## src/rtl/modulo_escalonador_reabastecimento_rolhas_if.sv

```systemverilog
// Cork buffer scheduler bus: request inputs, buffer levels and issue outputs.
interface modulo_escalonador_reabastecimento_rolhas_if #(
    parameter int unsigned W = 7
);
    logic         enable;
    logic         ve_pulse;
    logic         op_req;
    logic [W-1:0] nivel_princ;
    logic [W-1:0] nivel_sec;
    logic [1:0]   perm;
    logic         load_princ;
    logic         load_sec;
    logic         busy;
    logic         ro;
    logic         falha_sec;
    logic         descarte;

    // Environment side: raises requests, owns the level registers.
    modport master (
        output enable, ve_pulse, op_req, nivel_princ, nivel_sec,
        input  perm, load_princ, load_sec, busy, ro, falha_sec, descarte
    );

    // Scheduler side.
    modport slave (
        input  enable, ve_pulse, op_req, nivel_princ, nivel_sec,
        output perm, load_princ, load_sec, busy, ro, falha_sec, descarte
    );
endinterface

```

## src/rtl/modulo_escalonador_reabastecimento_rolhas.sv

```systemverilog
// Cork buffer sequencer: one issue slot per cycle shared by sealing
// consumption, automatic batch refill and operator manual add.
module modulo_escalonador_reabastecimento_rolhas #(
    parameter int unsigned W         = 7,
    parameter int unsigned CAP_MAX   = 99,
    parameter int unsigned MIN_NIVEL = 5,
    parameter int unsigned LOTE      = 20
) (
    input  logic clk,
    input  logic clr,
    modulo_escalonador_reabastecimento_rolhas_if.slave bus
);

    localparam int unsigned WE = W + 1;

    localparam logic [1:0] PERM_NONE = 2'b00;
    localparam logic [1:0] PERM_LOTE = 2'b01;
    localparam logic [1:0] PERM_ADD1 = 2'b10;
    localparam logic [1:0] PERM_SUB1 = 2'b11;

    typedef enum logic [2:0] {
        OCIOSO    = 3'd0,
        CONSOME   = 3'd1,
        TRANSFERE = 3'd2,
        MANUAL    = 3'd3,
        ESPERA    = 3'd4
    } state_t;

    state_t     state_q, state_d;
    logic       pend_ve_q, pend_ve_d;
    logic       pend_op_q, pend_op_d;
    logic [1:0] perm_q, perm_d;
    logic       load_princ_q, load_princ_d;
    logic       load_sec_q, load_sec_d;
    logic       busy_q, busy_d;
    logic       falha_q, falha_d;
    logic       descarte_q, descarte_d;

    logic princ_zero;
    logic princ_cheio;
    logic sec_ok;
    logic refill_need;

    // Level comparisons; the batch fit check is one bit wider so it cannot wrap.
    assign princ_zero  = (bus.nivel_princ == '0);
    assign princ_cheio = (bus.nivel_princ >= W'(CAP_MAX));
    assign sec_ok      = (bus.nivel_sec >= W'(LOTE));
    assign refill_need = (bus.nivel_princ < W'(MIN_NIVEL)) &&
                         ((WE'(bus.nivel_princ) + WE'(LOTE)) <= WE'(CAP_MAX));

    // Next-state, pending flags and issue decision.
    always_comb begin
        state_d      = state_q;
        pend_ve_d    = pend_ve_q | bus.ve_pulse;
        pend_op_d    = pend_op_q | bus.op_req;
        perm_d       = PERM_NONE;
        load_princ_d = 1'b0;
        load_sec_d   = 1'b0;
        falha_d      = falha_q;
        descarte_d   = 1'b0;
        busy_d       = 1'b0;

        case (state_q)
            OCIOSO: begin
                if (sec_ok) begin
                    falha_d = 1'b0;
                end
                if (bus.enable) begin
                    if (pend_ve_q) begin
                        pend_ve_d = 1'b0;
                        if (princ_zero) begin
                            descarte_d = 1'b1;
                        end else begin
                            state_d      = CONSOME;
                            perm_d       = PERM_SUB1;
                            load_princ_d = 1'b1;
                        end
                    end else if (refill_need && sec_ok) begin
                        state_d      = TRANSFERE;
                        perm_d       = PERM_LOTE;
                        load_princ_d = 1'b1;
                        load_sec_d   = 1'b1;
                    end else begin
                        // A failed refill never holds back operator service.
                        if (refill_need) begin
                            falha_d = 1'b1;
                        end
                        if (pend_op_q) begin
                            pend_op_d = 1'b0;
                            if (princ_cheio) begin
                                descarte_d = 1'b1;
                            end else begin
                                state_d      = MANUAL;
                                perm_d       = PERM_ADD1;
                                load_princ_d = 1'b1;
                            end
                        end
                    end
                end
            end
            CONSOME, TRANSFERE, MANUAL: state_d = ESPERA;
            ESPERA:                     state_d = OCIOSO;
            default:                    state_d = OCIOSO;
        endcase

        busy_d = (state_d != OCIOSO);
    end

    // State, pending flags and registered outputs.
    always_ff @(posedge clk or posedge clr) begin
        if (clr) begin
            state_q      <= OCIOSO;
            pend_ve_q    <= 1'b0;
            pend_op_q    <= 1'b0;
            perm_q       <= PERM_NONE;
            load_princ_q <= 1'b0;
            load_sec_q   <= 1'b0;
            busy_q       <= 1'b0;
            falha_q      <= 1'b0;
            descarte_q   <= 1'b0;
        end else begin
            state_q      <= state_d;
            pend_ve_q    <= pend_ve_d;
            pend_op_q    <= pend_op_d;
            perm_q       <= perm_d;
            load_princ_q <= load_princ_d;
            load_sec_q   <= load_sec_d;
            busy_q       <= busy_d;
            falha_q      <= falha_d;
            descarte_q   <= descarte_d;
        end
    end

    assign bus.perm       = perm_q;
    assign bus.load_princ = load_princ_q;
    assign bus.load_sec   = load_sec_q;
    assign bus.busy       = busy_q;
    assign bus.falha_sec  = falha_q;
    assign bus.descarte   = descarte_q;
    assign bus.ro         = princ_zero;

endmodule

```

## src/flat_wrapper.sv

```systemverilog
// flat-port wrapper written by rule: the top's interface ports become plain ports
module modulo_escalonador_reabastecimento_rolhas_flat 
#(
    parameter int unsigned W         = 7,
    parameter int unsigned CAP_MAX   = 99,
    parameter int unsigned MIN_NIVEL = 5,
    parameter int unsigned LOTE      = 20
)
  (clk, clr, bus_enable, bus_ve_pulse, bus_op_req, bus_nivel_princ, bus_nivel_sec, bus_perm, bus_load_princ, bus_load_sec, bus_busy, bus_ro, bus_falha_sec, bus_descarte);
  modulo_escalonador_reabastecimento_rolhas_if #(.W(W)) bus_i ();
  input  logic clk;
  input  logic clr;
  input wire logic [$bits(bus_i.enable)-1:0] bus_enable;
  input wire logic [$bits(bus_i.ve_pulse)-1:0] bus_ve_pulse;
  input wire logic [$bits(bus_i.op_req)-1:0] bus_op_req;
  input wire logic [$bits(bus_i.nivel_princ)-1:0] bus_nivel_princ;
  input wire logic [$bits(bus_i.nivel_sec)-1:0] bus_nivel_sec;
  output wire logic [$bits(bus_i.perm)-1:0] bus_perm;
  output wire logic [$bits(bus_i.load_princ)-1:0] bus_load_princ;
  output wire logic [$bits(bus_i.load_sec)-1:0] bus_load_sec;
  output wire logic [$bits(bus_i.busy)-1:0] bus_busy;
  output wire logic [$bits(bus_i.ro)-1:0] bus_ro;
  output wire logic [$bits(bus_i.falha_sec)-1:0] bus_falha_sec;
  output wire logic [$bits(bus_i.descarte)-1:0] bus_descarte;
  assign bus_i.enable = bus_enable;
  assign bus_i.ve_pulse = bus_ve_pulse;
  assign bus_i.op_req = bus_op_req;
  assign bus_i.nivel_princ = bus_nivel_princ;
  assign bus_i.nivel_sec = bus_nivel_sec;
  assign bus_perm = bus_i.perm;
  assign bus_load_princ = bus_i.load_princ;
  assign bus_load_sec = bus_i.load_sec;
  assign bus_busy = bus_i.busy;
  assign bus_ro = bus_i.ro;
  assign bus_falha_sec = bus_i.falha_sec;
  assign bus_descarte = bus_i.descarte;
  modulo_escalonador_reabastecimento_rolhas #(.W(W), .CAP_MAX(CAP_MAX), .MIN_NIVEL(MIN_NIVEL), .LOTE(LOTE)) u_core (.clk(clk), .clr(clr), .bus(bus_i));
endmodule
```

## config.mk

```make
export PLATFORM = sky130hd
export DESIGN_NAME = modulo_escalonador_reabastecimento_rolhas_flat
export DESIGN_NICKNAME = d
export VERILOG_FILES = /design/src/rtl/modulo_escalonador_reabastecimento_rolhas_if.sv /design/src/rtl/modulo_escalonador_reabastecimento_rolhas.sv /design/src/flat_wrapper.sv
export SDC_FILE = /design/constraint.sdc
export NUM_CORES = 1
export LEC_CHECK = 0
export ABC_AREA = 1
export CORE_MARGIN = 3
export CORE_UTILIZATION = 39
export CTS_CLUSTER_DIAMETER = 40
export DETAILED_ROUTE_END_ITERATION = 7
export PLACE_DENSITY = 0.87
export SKIP_CTS_REPAIR_TIMING = 1
export SLEW_MARGIN = 20
export SYNTH_ARGS = -nofsm -noshare
export SYNTH_HDL_FRONTEND = slang
export SYNTH_SLANG_ARGS = --single-unit
```

## constraint.sdc

```tcl
create_clock -name clk -period 1.3 [get_ports clk]
set_clock_uncertainty 0.15 [all_clocks]
set_input_delay 0.39 -clock clk [delete_from_list [all_inputs] [get_ports clk]]
set_output_delay 0.39 -clock clk [all_outputs]
set_load 0.02 [all_outputs]
```

==> summary.txt, run 1 <==
CTS
  – H-tree levels: 1
  – Clock root buffer: clkbuf_4
  – CTS tree: built
  – Clock sink count: 12
  – Cts bufs inserted: 3
  – Clock Path Buffers: 2
  – Worst skew pair latency: 0.27 ns
  – Clk slew on worst S/H paths: 0.07 ns

GRT
  – Vias in the first global route: 568
  – Pin count of the biggest net entering global routing: 13
  – GRT overflow: 0
  – Initial antenna violation count: 0
  – Met1 Track Usage GR: 14.11%
  – GRT Util Overall: 15.31%
  – Global Route met3 Usage: 6.773%
  – GR peak layer: met2
  – First-pass GRT wire length: 2221 um
  – Met2 GRT Util: 29.10%

Yosys
  – Syn_nets: 88
  – Mapped Cells: 69
  – Distinct cell type count after synthesis: 15
  – YS warnings: 0
  – Seq/Total Area, Yosys: 50.10%
  – Area of the mapped netlist: 599.3 um^2
  – FF+latch count, synth: 12
  – Avg Inst Size Synth: 8.686 um^2

Outcome
  – Status: complete, but fails checks
  – Failing checks: negative setup slack

STA
  – Tightest Pin Transition: 0.2921 ns
  – Max Slew Vio Count: 0
  – Post-route setup TNS: -0.3142 ns
  – Final setup vio count: 8
  – Tmin final: 1.492 ns
  – RSZ-0062 raised after global routing: true
  – Crit share post-route: 114.8%
  – Fmax: 0.6702 GHz
  – Setup WS post-layout: -0.1921 ns
  – Final hold vios: 0
  – Slew HR: 80.32%

Power
  – Switching part of the total: 37.64%
  – Comb pwr share: 47.1%
  – Clock share of power: 17.1%
  – Lkg Pwr: 0.0005928 uW
  – Sequential power share: 35.8%
  – Internal power: 1034 uW
  – VDD IR max: 0.0008307 V
  – PwrDens: 1654 nW/um^2
  – NetSw: 624.0 uW

Setup path
  – Kind of critical path: input port to output port
  – Crit-path max FO: 2
  – Crit end category: output port
  – CP Data Arrival Time: 0.95 ns
  – Startpoint types: input port
  – Crit path required time: 0.76 ns

Drt
  – Post-DRT Antenna Nets: 0
  – Routed vias/inst: 4.680
  – Detailed Route Iter0 Violations: 3
  – Drt drc: 0
  – DR WL/cell: 11.75 um
  – Via Count: 571
  – Pre-Repair DR Iteration Count: 4
  – Final WL: 1433 um

Cells and area
  – Most common cell after layout, fill and taps aside: nand2_1
  – Final Util: 73.35%
  – Layout fillers: 107
  – Most frequent cells in the layout: nand2_1 (13), dfrtp_1 (12), buf_6 (10), buf_4 (10)
  – Layout cells sized above 1: 46.73%
  – Layout area overhead: 67.22%
  – Antenna diodes: 0
  – Fin cells: 122
  – Net count, final: 127

Floorplan
  – Die ar.: 2043 um^2
  – Starting density of the core: 43.86%
  – Core Box Area: 1366 um^2
  – # rows: 13
  – Top Ports: 27
  – Die H: 45.20 um
  – Die width: 45.20 um

Job
  – Maxcap violations: 0

Place
  – Placed cells: 114
  – DP HPWL: 1135 um
  – Buffers on Ports: 24
  – Routability cong.: 0.7880

Hold path
  – Min-Delay Path Class: input port to asynchronous set/reset pin
cell type report:
class | instances | area [um^2] | area share [%]
Clock buffer | 4 | 36.28 | 3.620
Inverter | 12 | 45.04 | 4.494
Multi-Input combinational cell | 45 | 266.5 | 26.59
Sequential cell | 12 | 300.3 | 29.96
Tap cell | 15 | 18.77 | 1.873
Timing Repair Buffer | 34 | 335.3 | 33.46
cell families after synthesis:
logic type,synth area share (%)
buffers and inverters,7.515
and+or+nand+nor,39.04
DFF,50.10
AOI/OAI and AO/OA,3.339
metrics by stage:
step | hold slack [ns] | worst slack [ns] | cell area (um^2) | total power (uW)
2_1_floorplan | 0.1047 | -0.04151 | 599.3 | 1021
3_3_place_gp | 0.3815 | -1.000 | 903.4 | 1258
3_5_place_dp | 0.4149 | -1.032 | 903.4 | 1295
4_1_cts | 0.2654 | -1.035 | 939.7 | 1582
5_1_grt | 0.2781 | -0.2402 | 1002 | 1760
6_report | 0.2612 | -0.1921 | 1002 | 1658
power groups by stage:
stage / clock (uW) / combinational [uW] / sequential [uW]
after floorplan: 0 / 361 / 660
after global placement: 0 / 682 / 576
after detailed placement: 0 / 708 / 587
after CTS: 291 / 711 / 580
after global routing: 307 / 847 / 607
final: 284 / 781 / 593
registers in the layout, indices dropped and copies added, names as in the netlist:
register	flops
u_core.state_q	3
u_core.bus.perm	2
u_core.bus.busy	1
u_core.bus.descarte	1
u_core.bus.falha_sec	1
u_core.bus.load_princ	1
u_core.bus.load_sec	1
u_core.pend_op_q	1
u_core.pend_ve_q	1
critical path, cell delays in order:
cell,delay (ns)
buf_6,0.09
nor2_4,0.10
nand2_2,0.07
inv_2,0.05
nand3_2,0.08
inv_2,0.06
buf_6,0.11
Yosys cell counts, drive strengths merged:
| cell type | n | share of area, % |
|---|---|---|
| nand3 | 6 | 6.7 |
| inv | 12 | 7.5 |
| dfrtp | 12 | 50 |
| nor2 | 12 | 14 |
| nand4 | 1 | 1.0 |
| nand2 | 21 | 16 |
| a21oi | 2 | 1.7 |
| o21ai | 2 | 1.7 |
| or2 | 1 | 1.0 |
worst paths after layout:
path                                          from                   end  slack, ns  cells past startpoint
max in group asynchronous                      clr  u_core.bus.falha_sec       0.59                      3
worst min register to register    u_core.pend_ve_q   u_core.bus.descarte       0.43                      3
min in group clk                  bus_nivel_sec[5]  u_core.bus.falha_sec       0.40                      5
worst max register to register   u_core.state_q[0]     u_core.state_q[0]       0.08                      7
worst max-delay path            bus_nivel_princ[3]                bus_ro      -0.19                      7
worst min-delay path                           clr       u_core.bus.busy       0.26                      3
metal layers:
| layer | part of all wire [%] | vias to the layer above |
|---|---|---|
| li1 | - | 285 |
| met1 | 35 | 262 |
| met2 | 55 | 20 |
| met3 | 7.7 | 4 |
| met4 | 2.4 | 0 |
| met5 | 0 | - |
(Power assumes the default switching activity.)
==> run 2, diff against run 1 <==
--- a/config.mk
+++ b/config.mk
@@ -6,11 +6,12 @@
 export NUM_CORES = 1
 export LEC_CHECK = 0
 export ABC_AREA = 1
-export CORE_MARGIN = 3
-export CORE_UTILIZATION = 39
+export CORE_AREA = 3 3 40 42
 export CTS_CLUSTER_DIAMETER = 40
 export DETAILED_ROUTE_END_ITERATION = 7
-export PLACE_DENSITY = 0.87
+export DIE_AREA = 0 0 43 45
+export DONT_BUFFER_PORTS = 1
+export PLACE_DENSITY = 0.71
 export SKIP_CTS_REPAIR_TIMING = 1
 export SLEW_MARGIN = 20
 export SYNTH_ARGS = -nofsm -noshare
==> constraint.sdc (replaced) <==
create_clock -name clk -period 1.3 [get_ports clk]
set_clock_uncertainty 0.15 [all_clocks]
set_input_delay 0.26 -clock clk [delete_from_list [all_inputs] [get_ports clk]]
set_output_delay 0.26 -clock clk [all_outputs]
set_load 0.02 [all_outputs]
==> run 2 against run 1 <==
The run ends with negative hold slack left. Global-route usage fell by 2.9 points. Critical path type is now flip-flop to flip-flop. Utilization fell by 21 points. Routed wire length fell by 29%. Register-to-register slack improved by 0.03 ns. Design area fell by 33%. Combinational power fell by 47%. First-iteration DRC count rose by 130%.
==> summary.txt, run 2 (synthesized netlist as in run 1, its figures left out) <==
Outcome
  – Status: complete, but fails checks (unchanged)
  – Failing checks: negative hold slack (was negative setup slack)

Place
  – Routability cong.: 0.7196 (was 0.7880)
  – DP HPWL: 819.2 um (was 1135 um)
  – Pre-CTS WS: 0.1175 ns (was -1.032 ns)
  – DP Area: 618.1 um^2 (was 903.4 um^2)
  – Buffers on Ports: 0 (was 24)

Floorplan
  – Die H: 45 um (was 45.20 um)
  – Starting density of the core: 46.64% (was 43.86%)
  – Die width: 43 um (was 45.20 um)
  – Top Ports: 27 (unchanged)
  – # rows: 13 (unchanged)
  – Die ar.: 1935 um^2 (was 2043 um^2)
  – Core Box Area: 1285 um^2 (was 1366 um^2)

Drt
  – Detailed Route Iter0 Violations: 7 (was 3)
  – Via Count: 435 (was 571)
  – Pre-Repair DR Iteration Count: 4 (unchanged)
  – DR WL/cell: 11.23 um (was 11.75 um)
  – Routed vias/inst: 4.833 (was 4.680)
  – Final WL: 1011 um (was 1433 um)
  – Post-DRT Antenna Nets: 0 (unchanged)
  – Drt drc: 0 (unchanged)

GRT
  – Vias in the first global route: 400 (was 568)
  – First-pass GRT wire length: 1669 um (was 2221 um)
  – GRT overflow: 0 (unchanged)
  – Pin count of the biggest net entering global routing: 13 (unchanged)
  – GRT Util Overall: 12.44% (was 15.31%)
  – Initial antenna violation count: 0 (unchanged)

Cells and area
  – FF+latch area: 300.3 um^2 (unchanged)
  – Area of the multi-input gates: 254.0 um^2 (was 266.5 um^2)
  – Layout area overhead: 12.53% (was 67.22%)
  – Antenna diodes: 0 (unchanged)
  – Net count, final: 95 (was 127)
  – Most common cell after layout, fill and taps aside: nand2_1 (unchanged)
  – Max reg flops: 3 (unchanged)
  – Layout fillers: 117 (was 107)
  – Top reg by flops: u_core.state_q (unchanged)
  – Final instance area: 674.4 um^2 (was 1002 um^2)
  – Most frequent cells in the layout: nand2_1 (14), dfrtp_1 (12), inv_1 (9) (was nand2_1 (13), dfrtp_1 (12), buf_6 (10), buf_4 (10))
  – Layout cells sized above 1: 33.33% (was 46.73%)

Setup path
  – Crit-path max FO: 5 (was 2)
  – Crit end category: flip-flop (was output port)
  – Worst r2r dst: u_core.bus.busy (was u_core.state_q[0])
  – R2r setup slk: 0.11 ns (was 0.08 ns)
  – Startpoint types: flip-flop (was input port)
  – Cells on worst reg2reg path: 7 (unchanged)
  – CP Data Arrival Time: 1.25 ns (was 0.95 ns)
  – Reg-to-Reg Start: u_core.state_q[1] (was u_core.state_q[0])
  – Kind of critical path: flip-flop to flip-flop (was input port to output port)
  – Crit path required time: 1.36 ns (was 0.76 ns)

CTS
  – Clock root buffer: clkbuf_4 (unchanged)
  – Clock sink count: 12 (unchanged)
  – H-tree levels: 1 (unchanged)
  – Clk slew on worst S/H paths: 0.08 ns (was 0.07 ns)
  – Worst skew pair latency: 0.27 ns (about the same)
  – CTS tree: built (unchanged)
  – Cts bufs inserted: 3 (unchanged)
  – Clock Path Buffers: 2 (unchanged)

STA
  – Max Slew Vio Count: 0 (unchanged)
  – Post-route setup TNS: 0 ns (was -0.3142 ns)
  – RSZ-0062 raised after global routing: false (was true)
  – Crit share post-route: 91.43% (was 114.8%)
  – Final hold vios: 1 (was 0)
  – Worst hold slack: -0.005635 ns (was 0.2612 ns)
  – Tightest Pin Transition: 0.4498 ns (was 0.2921 ns)
  – Fmax: 0.8413 GHz (was 0.6702 GHz)
  – Tmin final: 1.189 ns (was 1.492 ns)
  – Setup WS post-layout: 0.1114 ns (was -0.1921 ns)
  – Slew HR: 69.98% (was 80.32%)
  – Final setup vio count: 0 (was 8)

Power
  – NetSw: 553.6 uW (was 624.0 uW)
  – Lkg Pwr: 0.0003740 uW (was 0.0005928 uW)
  – Internal power: 828.5 uW (was 1034 uW)
  – Sequential power share: 48.4% (was 35.8%)
  – Switching part of the total: 40.05% (was 37.64%)
  – PwrDens: 2049 nW/um^2 (was 1654 nW/um^2)
  – Comb pwr share: 29.8% (was 47.1%)
  – VDD IR max: 0.0007430 V (was 0.0008307 V)
  – Total power after layout: 1382 uW (was 1658 uW)
  – Clock share of power: 21.7% (was 17.1%)

Hold path
  – Hold Path End: u_core.pend_ve_q
  – Hold path startpoint: bus_ve_pulse
  – Min-Delay Path Class: input port to flip-flop (was input port to asynchronous set/reset pin)
  – Worst hold stages: 2

Job
  – Maxcap violations: 0 (unchanged)
-- run 2: changes by cell type in the layout (fill, tap and decap cells not counted) --
cell / before / now
nand2_4: 1 / 0
buf_6: 10 / 0
dlygate4sd3_1: 0 / 2
inv_2: 5 / 3
clkbuf_2: 2 / 0
nor2_4: 5 / 4
dlymetal6s2s_1: 7 / 0
nor2_2: 3 / 4
clkdlybuf4s50_1: 5 / 0
buf_4: 10 / 0
nand2_1: 13 / 14
inv_1: 7 / 9
-- run 2: worst max path at each step --
stage,startpoint,end
finish,u_core.state_q[1],u_core.bus.busy
global route,u_core.pend_ve_q,u_core.bus.perm[1]
CTS,u_core.pend_ve_q,u_core.bus.perm[1]
detailed placement,u_core.pend_ve_q,u_core.bus.perm[1]
global placement,u_core.pend_ve_q,u_core.pend_op_q
floorplan,bus_nivel_princ[6],bus_ro
-- run 2: layout make-up --
class	count	share of cell area, %
multi-input combinational	45	37.66
clock buffer	4	5.380
inverter	12	6.679
sequential	12	44.53
tap	15	2.783
timing repair buffer	2	2.968
-- run 2: critical path, stage by stage (launching register included) --
cell and delay [ns]:
dfrtp_1 0.39, nor2_2 0.11, nand2_2 0.08, inv_2 0.07
nand2_2 0.06, nor2_4 0.09, nand2_2 0.09, nand3_2 0.08
-- run 2: metrics by stage --
step	instances	util, %
6_report	90	52.48
2_1_floorplan	69	-
3_3_place_gp	84	48.10
5_1_grt	90	52.48
4_1_cts	88	50.93
3_5_place_dp	84	48.10
-- run 2: routing by layer --
metal	vias to the layer above	share of wire (%)	wire length (um)	GRT usage, %
li1	219	-	-	-
met1	193	40	409	13.38
met2	21	48	481	19.46
met3	2	10	103	5.578
met4	0	1.6	16	9.036
met5	-	0	0	0
-- run 2: power by group through the flow --
stage | combinational [uW] | clock, uW | sequential (uW)
3_3_place_gp | 406 | 0 | 675
6_report | 412 | 301 | 670
4_1_cts | 416 | 310 | 674
5_1_grt | 472 | 327 | 689
2_1_floorplan | 361 | 0 | 660
3_5_place_dp | 412 | 0 | 681
